==> src/rtl/gbuff_rd_pkg.sv <==
// ----------------------------------------------------------------------------
// gbuff_rd_pkg
// Shared definitions for the global-buffer stream reader:
//   rd_state_t  - sequencer states (IDLE, RUN, DRAIN)
//   SKID_DEPTH  - entries in the skid FIFO that absorbs the BRAM read latency
//   SKID_CNT_W  - width of the FIFO occupancy count (holds 0..SKID_DEPTH)
//   OCC_W       - width wide enough for count + in-flight read without overflow
// ----------------------------------------------------------------------------
package gbuff_rd_pkg;

    typedef enum logic [1:0] {
        ST_IDLE  = 2'd0,
        ST_RUN   = 2'd1,
        ST_DRAIN = 2'd2
    } rd_state_t;

    localparam int SKID_DEPTH = 2;
    localparam int SKID_CNT_W = $clog2(SKID_DEPTH + 1);
    localparam int OCC_W      = SKID_CNT_W + 1;

endpackage

==> src/rtl/gbuff_rd_skid.sv <==
// ----------------------------------------------------------------------------
// gbuff_rd_skid
// Two-entry synchronous FIFO holding BRAM words that the consumer has not yet
// taken. Push and pop may happen in the same cycle. A push into a full FIFO
// or a pop from an empty one is ignored (the reader never issues either).
//
// Ports:
//   clk        rising-edge clock
//   rst        synchronous active-high flush
//   push       write push_data at the tail
//   push_data  word to store
//   pop        drop the head entry
//   head       current head entry (meaningful when count != 0)
//   count      number of stored entries, 0..SKID_DEPTH
// ----------------------------------------------------------------------------
module gbuff_rd_skid
    import gbuff_rd_pkg::*;
#(
    parameter int DATA_BITS = 8
) (
    input  logic                  clk,
    input  logic                  rst,
    input  logic                  push,
    input  logic [DATA_BITS-1:0]  push_data,
    input  logic                  pop,
    output logic [DATA_BITS-1:0]  head,
    output logic [SKID_CNT_W-1:0] count
);

    // Depth is fixed at two, so single-bit pointers wrap naturally.
    logic [DATA_BITS-1:0]  mem [SKID_DEPTH];
    logic                  rd_ptr;
    logic                  wr_ptr;
    logic [SKID_CNT_W-1:0] count_q;
    logic                  do_push;
    logic                  do_pop;

    always_comb begin
        do_push = push && (count_q != SKID_CNT_W'(SKID_DEPTH));
        do_pop  = pop && (count_q != '0);
    end

    always_ff @(posedge clk) begin
        if (rst) begin
            rd_ptr  <= 1'b0;
            wr_ptr  <= 1'b0;
            count_q <= '0;
        end else begin
            if (do_push) begin
                wr_ptr <= ~wr_ptr;
            end
            if (do_pop) begin
                rd_ptr <= ~rd_ptr;
            end
            case ({do_push, do_pop})
                2'b10:   count_q <= count_q + SKID_CNT_W'(1);
                2'b01:   count_q <= count_q - SKID_CNT_W'(1);
                default: count_q <= count_q;
            endcase
        end
    end

    // Storage needs no reset: entries are only observed through count.
    always_ff @(posedge clk) begin
        if (do_push) begin
            mem[wr_ptr] <= push_data;
        end
    end

    assign head  = mem[rd_ptr];
    assign count = count_q;

endmodule

==> src/rtl/gbuff_stream_reader.sv <==
// ----------------------------------------------------------------------------
// gbuff_stream_reader
// Read-side sequencer for the global buffer BRAM. A start pulse in IDLE
// captures a base address and word count; the block then issues
// one-cycle-latency reads and presents the returned words as a valid/ready
// stream. A 2-entry skid FIFO plus a bypass of the in-flight word gives one
// word per cycle with no loss under backpressure.
//
// Optional feature (macro GBUFF_RD_STRIDE_EN): adds a stride input captured
// on start; the address advances by stride per read instead of by 1.
//
// Ports:
//   clk, rst    clock and synchronous active-high reset
//   start       request pulse, sampled only in IDLE
//   base_addr   first word address
//   length      word count, 0..2^ADDR_BITS
//   stride      address increment (GBUFF_RD_STRIDE_EN builds only)
//   busy        transfer in progress
//   done        one-cycle completion pulse
//   ram_en      buffer port enable
//   wr_en       buffer write enable, tied low
//   index       buffer address
//   ram_rdata   buffer read data, valid one cycle after ram_en
//   m_valid     stream word valid
//   m_ready     consumer accepts the word
//   m_data      stream word
//
// Stream handshake: a word transfers on every cycle where m_valid and m_ready
// are both high; once m_valid rises, m_valid and m_data stay unchanged until
// that transfer happens.
// ----------------------------------------------------------------------------
module gbuff_stream_reader
    import gbuff_rd_pkg::*;
#(
    parameter int ADDR_BITS = 8,
    parameter int DATA_BITS = 8
) (
    input  logic                 clk,
    input  logic                 rst,
    input  logic                 start,
    input  logic [ADDR_BITS-1:0] base_addr,
    input  logic [ADDR_BITS:0]   length,
`ifdef GBUFF_RD_STRIDE_EN
    input  logic [ADDR_BITS-1:0] stride,
`endif
    output logic                 busy,
    output logic                 done,
    output logic                 ram_en,
    output logic                 wr_en,
    output logic [ADDR_BITS-1:0] index,
    input  logic [DATA_BITS-1:0] ram_rdata,
    output logic                 m_valid,
    input  logic                 m_ready,
    output logic [DATA_BITS-1:0] m_data
);

    localparam logic [ADDR_BITS:0] LEN_ONE = (ADDR_BITS + 1)'(1);

    rd_state_t             state;
    rd_state_t             state_next;
    logic                  done_q;
    logic                  done_next;

    logic [ADDR_BITS-1:0]  index_q;
    logic [ADDR_BITS:0]    issue_left;
    logic [ADDR_BITS:0]    beats_left;
    logic                  inflight;
    logic [ADDR_BITS-1:0]  step;

    logic                  accept;
    logic                  issue;
    logic                  pop;
    logic                  fifo_push;
    logic                  fifo_pop;
    logic                  fifo_empty;
    logic [DATA_BITS-1:0]  fifo_head;
    logic [SKID_CNT_W-1:0] fifo_count;
    logic [OCC_W-1:0]      occupancy;

`ifdef GBUFF_RD_STRIDE_EN
    logic [ADDR_BITS-1:0]  stride_q;
    assign step = stride_q;
`else
    assign step = ADDR_BITS'(1);
`endif

    // ------------------------------------------------------------------
    // Stream side. The word returning from the BRAM this cycle is exposed
    // directly when the FIFO is empty, which gives first data one cycle
    // after the first read. If it is not taken, it is parked in the FIFO,
    // so m_data stays put. With nothing in flight the output is forced
    // to zero so stale BRAM data never leaks.
    // ------------------------------------------------------------------
    always_comb begin
        fifo_empty = (fifo_count == '0);
        m_valid    = !fifo_empty || inflight;
        if (!fifo_empty) begin
            m_data = fifo_head;
        end else if (inflight) begin
            m_data = ram_rdata;
        end else begin
            m_data = '0;
        end
        pop       = m_valid && m_ready;
        fifo_pop  = pop && !fifo_empty;
        fifo_push = inflight && !(fifo_empty && pop);
    end

    // ------------------------------------------------------------------
    // Read issue: a new read is allowed only if, after this cycle's pop,
    // the stored plus in-flight words leave room for it. Counting the pop
    // lets issue resume in the same cycle a full FIFO drains by one.
    // ------------------------------------------------------------------
    always_comb begin
        occupancy = OCC_W'(fifo_count) + OCC_W'(inflight) - OCC_W'(pop);
        accept    = (state == ST_IDLE) && start;
        issue     = (state == ST_RUN) && (issue_left != '0)
                    && (occupancy < OCC_W'(SKID_DEPTH));
    end

    // ------------------------------------------------------------------
    // FSM next state and done pulse.
    // ------------------------------------------------------------------
    always_comb begin
        state_next = state;
        done_next  = 1'b0;
        case (state)
            ST_IDLE: begin
                if (start) begin
                    if (length == '0) begin
                        done_next = 1'b1;
                    end else begin
                        state_next = ST_RUN;
                    end
                end
            end
            ST_RUN: begin
                if (issue && (issue_left == LEN_ONE)) begin
                    state_next = ST_DRAIN;
                end
            end
            ST_DRAIN: begin
                if (pop && (beats_left == LEN_ONE)) begin
                    state_next = ST_IDLE;
                    done_next  = 1'b1;
                end
            end
            default: begin
                state_next = ST_IDLE;
            end
        endcase
    end

    always_ff @(posedge clk) begin
        if (rst) begin
            state  <= ST_IDLE;
            done_q <= 1'b0;
        end else begin
            state  <= state_next;
            done_q <= done_next;
        end
    end

    // ------------------------------------------------------------------
    // Address, issue counter, beat counter and in-flight flag.
    // Clearing inflight on reset discards any BRAM word still returning.
    // ------------------------------------------------------------------
    always_ff @(posedge clk) begin
        if (rst) begin
            index_q    <= '0;
            issue_left <= '0;
            beats_left <= '0;
            inflight   <= 1'b0;
`ifdef GBUFF_RD_STRIDE_EN
            stride_q   <= '0;
`endif
        end else begin
            inflight <= issue;
            if (accept) begin
                index_q    <= base_addr;
                issue_left <= length;
                beats_left <= length;
`ifdef GBUFF_RD_STRIDE_EN
                stride_q   <= stride;
`endif
            end else begin
                if (issue) begin
                    index_q    <= index_q + step;
                    issue_left <= issue_left - LEN_ONE;
                end
                if (pop) begin
                    beats_left <= beats_left - LEN_ONE;
                end
            end
        end
    end

    gbuff_rd_skid #(
        .DATA_BITS (DATA_BITS)
    ) u_skid (
        .clk       (clk),
        .rst       (rst),
        .push      (fifo_push),
        .push_data (ram_rdata),
        .pop       (fifo_pop),
        .head      (fifo_head),
        .count     (fifo_count)
    );

    assign busy   = (state != ST_IDLE);
    assign done   = done_q;
    assign ram_en = issue;
    assign wr_en  = 1'b0;
    assign index  = index_q;

endmodule

==> config.mk <==
export PLATFORM = sky130hd
export DESIGN_NAME = gbuff_stream_reader
export DESIGN_NICKNAME = d
export VERILOG_FILES = /design/src/rtl/gbuff_rd_pkg.sv /design/src/rtl/gbuff_rd_skid.sv /design/src/rtl/gbuff_stream_reader.sv
export SDC_FILE = /design/constraint.sdc
export NUM_CORES = 1
export LEC_CHECK = 0
export ABC_AREA = 1
export BUFFER_PORTS_ARGS = -buffer_cell sky130_fd_sc_hd__buf_2
export CORE_ASPECT_RATIO = 0.75
export CORE_MARGIN = 3
export CORE_UTILIZATION = 40
export CTS_BUF_LIST = sky130_fd_sc_hd__clkbuf_16
export DETAILED_ROUTE_END_ITERATION = 6
export PLACE_DENSITY = 0.65
export REMOVE_ABC_BUFFERS = 1
export SLEW_MARGIN = 20
export SYNTH_ARGS = -nofsm -noshare
export SYNTH_HDL_FRONTEND = slang
export SYNTH_SLANG_ARGS = --single-unit
==> constraint.sdc <==
create_clock -name clk -period 3.2 [get_ports clk]
set_input_delay 0 -clock clk [delete_from_list [all_inputs] [get_ports clk]]
set_output_delay 0 -clock clk [all_outputs]
set_load 0.005 [all_outputs]
### After elaboration in Yosys (flattened, before gate mapping)

Memories as Yosys holds them, arrays and structs flattened. A register that Yosys moved wholly into a read port is not among the register bits.
Cells that the tools add are included.

| word-level totals | value |
|---|---|
| bits in registers | 34 |
| RAM bits | 16 |
| input port bits | 29 |
| memories | 1 |

Memories:

| name | words | width | rd ports | clocked after Yosys merged registers in | write ports | line | text |
|---|---|---|---|---|---|---|---|
| u_skid.mem | 2 | 8 | 1 | 1 | 1 | gbuff_rd_skid.sv:31 | `logic [DATA_BITS-1:0] mem [SKID_DEPTH];` |

| cells by class | value |
|---|---|
| add/subtract/negate cells | 7 |
| magnitude comparators | 1 |
| equal/unequal tests | 11 |
| multiplexer cells | 22 |
| bitwise logic cells | 2 |
| reduce and logical (&&, ||, !) cells | 24 |

Operators by type and width:

| cell | count |
|---|---|
| $mux W9 | 4 |
| $mux W8 | 4 |
| $eq A9 B1 Y1 const B | 2 |
| $sub A9 B1 Y9 const B | 2 |
| $logic_and A1 B1 Y1 | 11 |
| $reduce_bool A2 Y1 | 5 |
| $logic_not A9 Y1 | 1 |
| $reduce_bool A9 Y1 | 1 |
| $add A8 B1 Y8 const B | 1 |
| $mux W2 | 4 |
| $ne A2 B2 Y1 const B | 4 |
| $mux W1 | 7 |
| $pmux W2 S3 | 1 |
| $eq A2 B1 Y1 const B | 2 |
| $eq A2 B2 Y1 const B | 2 |
| $logic_not A2 Y1 | 2 |
| $pmux W2 S2 | 1 |
| $reduce_and A4 Y1 | 1 |
| $add A2 B1 Y3 | 1 |
| $lt A3 B2 Y1 const B | 1 |
| $sub A3 B1 Y3 | 1 |
| $add A2 B1 Y2 const B | 1 |
| $logic_not A1 Y1 | 2 |
| $ne A2 B1 Y1 const B | 1 |
| other kinds (4) | 5 |

### Longest topological paths before layout

Gate-level depths: netlist of run 1.

| logic depth | value |
|---|---|
| depth after elaboration | 10 |
| mapped depth | 17 |
| mapped depth without buffers | 16 |

### Modules after synthesis

Synthesis of run 1 repeated with hierarchy kept, for this count alone.

| second synthesis, totals | value |
|---|---|
| cells, all modules | 430 |
| area, all modules | 3,046.7 µm² |

Modules (own cells, without submodules):

| module | instances | cells each | area an instance (µm²) |
|---|---|---|---|
| gbuff_stream_reader | 1 | 369 | 2,183.3 |
| gbuff_rd_skid | 1 | 61 | 863.3 |

### Least setup slack after synthesis of run 1

No wires, ideal clock.

| timing | value |
|---|---|
| kind | register -> register |
| start | register u_skid.count_q[1], in the netlist u_skid.count[1] |
| end | register issue_left[5] |
| arrival | 2.149 ns |
| setup slack | 0.934 ns |
| stages on the path, launching flop included | 16 |
| buffers on the path | 2 |
| clock period less this slack | 2.266 ns |
| cell sequence | dfxtp_1 buf_6 nor2_4 nand2_1 nand2_1 nor2_1 o21ai_0 fa_1 nand3_1 nor2_2 nand2_2 nand2_2 inv_2 buf_6 nor2_1 nor2_1 |

| between the ends | value |
|---|---|
| longest elaborated chain between the ends | 8 |
| elaborated cells on any way between the ends | 9 |
| classes of those cells | add/sub (2); order compare (1); reduce/logical (6) |

RTL lines:

| what | line | text |
|---|---|---|
| start: declaration | gbuff_rd_skid.sv:34 | `logic [SKID_CNT_W-1:0] count_q;` |
| start signal: assignment | gbuff_rd_skid.sv:56 | `2'b10: count_q <= count_q + SKID_CNT_W'(1);` |
| start signal: assignment | gbuff_rd_skid.sv:57 | `2'b01: count_q <= count_q - SKID_CNT_W'(1);` |
| start signal: assignment | gbuff_rd_skid.sv:58 | `default: count_q <= count_q;` |
| $logic_not A2 Y1 | gbuff_stream_reader.sv:95 | `fifo_empty = (fifo_count == '0);` |
| $logic_not A1 Y1 | gbuff_stream_reader.sv:96 | `m_valid = !fifo_empty \|\| inflight;` |
| $logic_or A1 B1 Y1 | gbuff_stream_reader.sv:96 |  |
| net m_valid | gbuff_stream_reader.sv:52 | `output logic m_valid,` |
| $logic_and A1 B1 Y1 | gbuff_stream_reader.sv:104 | `pop = m_valid && m_ready;` |
| $sub A3 B1 Y3 | gbuff_stream_reader.sv:115 | `occupancy = OCC_W'(fifo_count) + OCC_W'(inflight) - OCC_W'(pop);` |
| $lt A3 B2 Y1 | gbuff_stream_reader.sv:118 | `&& (occupancy < OCC_W'(SKID_DEPTH));` |
| $logic_and A1 B1 Y1 | gbuff_stream_reader.sv:118 |  |
| $reduce_bool A2 Y1 (no line) | n/a |  |
| end signal: assignment | gbuff_stream_reader.sv:181 | `issue_left <= length;` |
| end signal: assignment | gbuff_stream_reader.sv:189 | `issue_left <= issue_left - LEN_ONE;` |
| end: declaration | gbuff_stream_reader.sv:65 | `logic [ADDR_BITS:0] issue_left;` |

The timed path passes the listed nets, and every way through them passes these cells.
A chain may end at the register's enable or synchronous reset.

### Worst setup path in the final report of run 1

| timing | value |
|---|---|
| start | register u_skid.count_q[0], in the netlist u_skid.count[0] |
| end | register issue_left[5] |

| between the ends | value |
|---|---|
| longest elaborated chain between the ends | 8 |
| elaborated cells on any way between the ends | 9 |
| classes of those cells | add/sub (2); order compare (1); reduce/logical (6) |

RTL lines:

| what | line |
|---|---|
| $logic_not A2 Y1 | gbuff_stream_reader.sv:95 |
| $logic_not A1 Y1 | gbuff_stream_reader.sv:96 |
| $logic_or A1 B1 Y1 | gbuff_stream_reader.sv:96 |
| $logic_and A1 B1 Y1 | gbuff_stream_reader.sv:104 |
| $sub A3 B1 Y3 * | gbuff_stream_reader.sv:115 |
| $lt A3 B2 Y1 * | gbuff_stream_reader.sv:118 |
| $logic_and A1 B1 Y1 * | gbuff_stream_reader.sv:118 |
| $reduce_bool A2 Y1 (no line) * | n/a |

Every way passes the cells marked *; elsewhere a longest branch is shown, timed or not.

==> results.ini, run 1 <==
[timing]
transition_time_at_the_pin_with_the_least_slew_margin_ns=0.756
worst_hold_slack_ns=0.0194
finalSetupViolCount=0
final_period_minus_worst_setup_slack_ns=2.78
relSlewSlack=0.494
hold_viol_final=0
achievable-frequency_mhz=359
post-route-period-util=0.870
timing.clock.skew_ns=0.0122
rsz0062_at_grt=no
sum_neg_setup_slack_ns=0
report.final.slew_viol_count=0

[final_layout]
antennaDiodeCount=0
final_cells=567
drive_above_1_share=0.198
ff_latch_area_mm2=0.00118
num-fill-cells=727
area_delta_synth_final_pct=18.1
multiInputGateArea_mm2=0.00152
design.final.nets=505

[yosys]
synth_seq_cells=51
synth_compound_gate_area_share=0.122
yosys.cell_types.count=36
yosys-mux-area-fraction=0
synth.yosys.seq_area_share=0.394
yosys.area_share.xor_xnor=0.0205
syn_inst=412
post_synth_and_or_nand_nor_area_fraction=0.328
syn-cell-area_mm2=0.00300
synth_top_family_by_area=simple AND/OR/NAND/NOR gates
mean_instance_size_in_the_synthesized_netlist_um2=7.28
ys_warn_count=0
synth_adder_area_share=0.0359

[power]
net-switching-power_w=0.000776
worst_ir_drop_vdd_mv=0.271
sequentialPowerShare=0.393
netSwitchingFraction=0.372
power_leakage_nw=1.59
p_clk_frac=0.270
power_frac_comb=0.337
p_int_w=0.00131
power_dens_cells_mw_per_mm2=589

[worst_hold_path]
worst_hold_path.num_cells=3
capture_endpoint_of_the_worst_hold_path=beats_left[3]
classification_of_the_worst_slack_hold_path=in -> reg
holdCritStartpoint=length[3]

[grt]
wire_length_of_the_first_global_routing_pass_mm=11.9
grt_max_degree=25
grt_util_all_layers=0.174
global_route.overflow_total=0
antenna_found_initial=0
first_global_vias=2478

[floorplanning]
core_footprint_mm2=0.00703
chipWidth_um=106
rows=26
die_area_mm2=0.00858
top_level_i_o_count=50
floorplan.die.height_um=81.0
initial_core_utilization=0.427

[route]
drt_pass1_iterations=5
drc_errors=0
drt_wl_total_mm=7.30
drt-initial-drc-count=128
via_density=4.81
routedWlPerCell_um=12.9
detailroute.via_count=2728
route.antenna.remaining_nets=0

[worst_setup_path]
crit_path_max_incr_delay_ns=0.56
cp.buffers_inverters=1
critPathCaptureType=flip-flop
critPathMaxFanout=13
cp.arrival_ns=2.97
rrSetupSlack_ns=0.42
critPathSlowestCell=dfxtp_1
worstPathCellList=nor2_4 -> nand2_1 -> nand2_1 -> nor2_1 -> o21ai_0 -> fa_1 -> nand3_1 -> nor2_2 -> nand2_2 -> nand2_2 -> inv_2 -> nor2_1 -> nor2_1
worst_r2r_startpoint=u_skid.count[0]
required_ns=3.39
type_of_the_worst_setup_path=reg -> reg
cp_top_family=simple AND/OR/NAND/NOR gates
worstReg2RegEnd=issue_left[5]
worst_path_most_repeated_cell=nor2_1
r2r.worst_path.cells=13
startpoint_type=flip-flop

[placed_design]
hpwl_after_detailed_placement_mm=5.41
place.gp.congestion=0.871
placed_cells_incl_taps=545
io_buffer_count=48

[clock_network]
cts_tree=built
cts_num_sinks=51
cts.clk_slew.worst_paths_ns=0.08
postCtsResizedCells=0
cts_inserted_buffers=5
clock-root-buffer=clkbuf_16
clkLatencyLatePin_ns=0.30
cts_max_level=2
cts-root-to-sink-buffers=2

[job]
timing.max_cap.violations=0

[outcome]
outcome=finished clean

[per-stage QoR]
stage / worst slack (ns) / total power, W / instance area (um^2) / util
after floorplan: 0.661 / 0.00129 / 2880 / -
after global placement: 0.398 / 0.00149 / 3260 / 0.463
after detailed placement: 0.286 / 0.00150 / 3260 / 0.463
after CTS: 0.260 / 0.00207 / 3510 / 0.499
after global routing: 0.117 / 0.00223 / 3540 / 0.504
final: 0.416 / 0.00208 / 3540 / 0.504
[flip-flops by register name, indices dropped and copies added, names as in the netlist, 2 cells and up, named ones only]
| name | count |
|---|---|
| u_skid.mem | 16 |
| beats_left | 9 |
| issue_left | 9 |
| index | 8 |
| state | 2 |
| u_skid.count | 2 |
[per-layer routing]
layer | share of wire | track usage | wire [um] | vias up
met5 | 0 | 0 | 0 | -
met4 | 0.014 | 0.0479 | 99 | 0
met3 | 0.054 | 0.0342 | 395 | 9
met2 | 0.43 | 0.273 | 3130 | 62
met1 | 0.50 | 0.245 | 3680 | 1210
li1 | - | - | - | 1447
[repair_timing]
item | in CTS | in global routing
hold buffers | 10 | 0
hold endpoints to repair | 18 | 0
buffers inserted | 0 | 4
setup endpoints to repair | 0 | 7
[power by group through the flow]
stage               clock, W  sequential [W]  combinational, W
CTS                 0.000570        0.000817          0.000681
finish              0.000563        0.000819          0.000701
floorplan                  0        0.000815          0.000477
global route        0.000596        0.000831          0.000799
detailed placement         0        0.000830          0.000668
global placement           0        0.000829          0.000658
[cells by family after synthesis]
group,after synthesis
fa+ha+maj,8
other cells,1
compound gates,61
flops,51
simple gates,225
xor+xnor,7
buf+inv,59
[tightest hold or removal path, stage by stage]
cell and delay (ns):
buf_2 0.11, nand2_1 0.08, a31oi_1 0.08
[cell usage after synthesis]
| cell | number | area share |
|---|---|---|
| a21o_1 | 1 | 0.0025 |
| a21oi_1 | 12 | 0.020 |
| a21oi_2 | 10 | 0.029 |
| a31oi_1 | 4 | 0.0083 |
| buf_1 | 1 | 0.0013 |
| buf_2 | 2 | 0.0033 |
| buf_4 | 3 | 0.0075 |
| buf_6 | 5 | 0.019 |
| buf_8 | 1 | 0.0050 |
| clkbuf_1 | 3 | 0.0038 |
| clkinv_8 | 1 | 0.0054 |
| conb_1 | 1 | 0.0013 |
| dfxtp_1 | 35 | 0.23 |
| edfxtp_1 | 16 | 0.16 |
| fa_1 | 1 | 0.0067 |
| ha_1 | 7 | 0.029 |
| inv_1 | 39 | 0.049 |
| inv_2 | 4 | 0.0050 |
| nand2_1 | 107 | 0.13 |
| nand2_2 | 5 | 0.010 |
| nand2_8 | 1 | 0.0067 |
| nand3_1 | 33 | 0.055 |
| nand3_2 | 1 | 0.0033 |
| nand3b_1 | 2 | 0.0050 |
| nand4_1 | 2 | 0.0042 |
| nor2_1 | 60 | 0.075 |
| nor2_2 | 3 | 0.0063 |
| nor2_4 | 4 | 0.015 |
| nor3_1 | 5 | 0.0083 |
| o21ai_0 | 23 | 0.038 |
| o21ai_1 | 3 | 0.0050 |
| o22ai_1 | 4 | 0.0083 |
| o31ai_1 | 4 | 0.010 |
| or2_2 | 2 | 0.0042 |
| xnor2_1 | 3 | 0.0088 |
| xor2_1 | 4 | 0.012 |
[worst max path at each step]
stage / startpoint / to / slack, ns / cells past startpoint
final: u_skid.count[0] / issue_left[5] / 0.42 / 13
after global routing: u_skid.count[0] / issue_left[4] / 0.12 / 13
after global placement: u_skid.count[0] / index[3] / 0.40 / 13
after floorplan: u_skid.count[0] / index[3] / 0.66 / 13
after CTS: u_skid.count[0] / index[2] / 0.26 / 13
after detailed placement: u_skid.count[0] / index[0] / 0.29 / 13
[cell usage in the layout (no fill, tap or decap), types with 2 or more instances in the layout]
cell,count
a31oi_1,4
nor3_1,5
nand2_2,5
dfxtp_1,35
nand4_1,2
nor2_2,3
buf_2,48
inv_2,4
nand3b_1,2
a21oi_2,10
nor2_4,4
edfxtp_1,16
dlygate4sd3_1,10
o31ai_1,4
nand3_1,33
ha_1,7
a21oi_1,12
inv_1,39
o22ai_1,4
buf_4,6
xnor2_1,3
or2_2,2
nor2_1,60
xor2_1,4
o21ai_1,3
nand2_1,107
clkbuf_16,5
o21ai_0,23
[layout make-up]
| class | count | area share |
|---|---|---|
| Clock inverter | 3 | 0.00778 |
| Tap cell | 98 | 0.0346 |
| Multi-Input combinational cell | 302 | 0.429 |
| Inverter | 44 | 0.0502 |
| Sequential cell | 51 | 0.334 |
| Timing Repair Buffer | 64 | 0.109 |
| Clock buffer | 5 | 0.0353 |
(Power assumes the default switching activity.)
==> run 2: changes to the inputs <==
ABC_AREA = not set   (was 1)
CORE_MARGIN = not set   (was 3)
PLACE_DENSITY = 0.66   (was 0.65)
==> results.ini, run 2 <==
[yosys]
netlist.area_leader.share=0.267
yosys.cell_types.count=55
synth_edf_count=16
mean_instance_size_in_the_synthesized_netlist_um2=9.30
synth_seq_cells=51
syn-cell-area_mm2=0.00262
syn_inst=282
cell_with_the_most_instances_after_synthesis=dfxtp_1
async_reset_ff_frac=0
synth.top_cells.by_count=dfxtp_1, nor2_1, nand3_1
synth.yosys.seq_area_share=0.450
synth_area_leaders=dfxtp_1, edfxtp_1, nand3_1
ys_warn_count=0
synth_area_leader_cell=dfxtp_1
ys.flop_type=dfxtp_1

[worst_setup_path]
worstReg2RegEnd=issue_left[2]
startpoint_type=flip-flop
rrSetupSlack_ns=0.34
cp.arrival_ns=3.05
critPathMaxFanout=14
worst_r2r_startpoint=u_skid.count[1]
type_of_the_worst_setup_path=reg -> reg
r2r.worst_path.cells=9
required_ns=3.39
critPathCaptureType=flip-flop

[route]
drt-initial-drc-count=134
routedWlPerCell_um=15.2
route.antenna.remaining_nets=0
drt_wl_total_mm=6.36
detailroute.via_count=2325
drc_errors=0
via_density=5.56
drt_pass1_iterations=4

[clock_network]
cts_inserted_buffers=5
clock-root-buffer=clkbuf_16
clkLatencyLatePin_ns=0.29
cts.clk_slew.worst_paths_ns=0.07
cts_num_sinks=51
post_cts.repair.setup_buffers=0
postCtsResizedCells=0
cts_max_level=2
cts_tree=built
cts-root-to-sink-buffers=2

[worst_hold_path]
worst_hold_path.num_cells=3
classification_of_the_worst_slack_hold_path=in -> reg
holdCritStartpoint=base_addr[0]
capture_endpoint_of_the_worst_hold_path=index[0]

[floorplanning]
die_area_mm2=0.00689
rows=25
initial_core_utilization=0.415
core_footprint_mm2=0.00632
floorplan.die.height_um=72.1
top_level_i_o_count=50
chipWidth_um=95.5

[grt]
grt_max_degree=32
first_global_vias=2052
grt_util_all_layers=0.191
wire_length_of_the_first_global_routing_pass_mm=9.98
global_route.overflow_total=0
antenna_found_initial=0

[final_layout]
drive_above_1_share=0.193
largest_reg_flops=16
ff_latch_area_mm2=0.00118
final_common_cell=buf_2
antennaDiodeCount=0
final_cell_mix=buf_2, dfxtp_1, nor2_1, nand3_1
num-fill-cells=611
top_regs=u_skid.mem (16), beats_left (9), issue_left (9)
regMostFlops=u_skid.mem
final_core_util=0.504
design.final.nets=373
area_delta_synth_final_pct=21.4
multiInputGateArea_mm2=0.00133

[timing]
transition_time_at_the_pin_with_the_least_slew_margin_ns=0.835
timing.clock.skew_ns=0.00497
final_period_minus_worst_setup_slack_ns=2.86
sum_neg_setup_slack_ns=0
rsz0062_at_grt=no
report.final.slew_viol_count=0
finalSetupViolCount=0
worst_hold_slack_ns=-0.00803
achievable-frequency_mhz=349
relSlewSlack=0.441
post-route-period-util=0.895
hold_viol_final=1

[placed_design]
hpwl_after_detailed_placement_mm=4.49
place.gp.congestion=0.844
io_buffer_count=48

[power]
power_leakage_nw=1.21
worst_ir_drop_vdd_mv=0.230
power_dens_cells_mw_per_mm2=620

[job]
timing.max_cap.violations=0

[outcome]
outcome=finished, violations left
failed_checks=negative hold slack

==> run 2: cell count changes in the layout (fill, tap and decap cells not counted), sizes merged, moves of 5 or more <==
cell / change
a21oi: -13
inv: -34
mux2i: +8
nand2: -97
nand3: -13
nand4: +7
nor2: -40
nor3: +5
nor4: +6
o21ai: -10
xor2: +6
==> run 2: worst max-delay path by stage <==
| stage | startpoint | endpoint | slack, ns | depth (start not counted) |
|---|---|---|---|---|
| after floorplan | u_skid.count[0] | index[5] | 0.51 | 9 |
| after global placement | u_skid.count[1] | index[7] | 0.49 | 8 |
| after detailed placement | u_skid.count[1] | index[7] | 0.38 | 8 |
| after CTS | u_skid.count[1] | issue_left[2] | 0.37 | 9 |
| after global routing | u_skid.count[1] | index[7] | 0.15 | 8 |
| final | u_skid.count[1] | issue_left[2] | 0.34 | 9 |
==> run 2: layer usage <==
layer / vias up / track usage / share of wire
met2: 84 / 0.271 / 0.41
met1: 1077 / 0.281 / 0.50
met3: 7 / 0.0608 / 0.082
met5: - / 0 / 0
met4: 0 / 0.0464 / 0.0093
li1: 1157 / - / -
==> run 2: cell type report <==
type | instances | share of cell area
clock inverter | 3 | 0.00629
tap | 81 | 0.0318
clock buffer | 5 | 0.0393
inverter | 10 | 0.0118
multi-input combinational | 205 | 0.419
timing repair buffer | 63 | 0.121
sequential | 51 | 0.371
==> run 2: power breakdown <==
part | total, W | internal (W) | switching [W]
sequential | 0.000844 | 0.000747 | 0.0000969
combinational | 0.000606 | 0.000255 | 0.000350
clock | 0.000524 | 0.000288 | 0.000236
total | 0.00197 | 0.00129 | 0.000683
==> run 2: logic make-up after synthesis <==
family / synth area share
simple gates: 0.224
other cells: 0.00143
fa+ha+maj: 0.0410
flops: 0.450
compound gates: 0.161
mux: 0.0348
xor+xnor: 0.0463
buf+inv: 0.0415
==> run 2: worst max-delay path, stage by stage, from the launching register on <==
cell	delay (ns)
dfxtp_1	0.41
or3_1	0.40
nand2_1	0.13
nor2_1	0.07
fa_1	0.51
nand3b_1	0.19
a211o_1	0.42
inv_2	0.25
a211oi_1	0.11
a311oi_1	0.26
==> run 2: timing repair <==
action | in CTS | in global routing
endpoints found under the setup margin | 0 | 0
endpoints found under the hold margin | 21 | 0
hold buffers | 13 | 0
==> run 2: through the flow <==
step	cells	setup WS [ns]	area (um^2)	power, W
floorplan	266	0.515	2550	0.00123
global placement	397	0.490	2910	0.00143
detailed placement	397	0.380	2910	0.00144
CTS	418	0.371	3180	0.00198
global route	418	0.146	3180	0.00209
finish	418	0.337	3180	0.00197
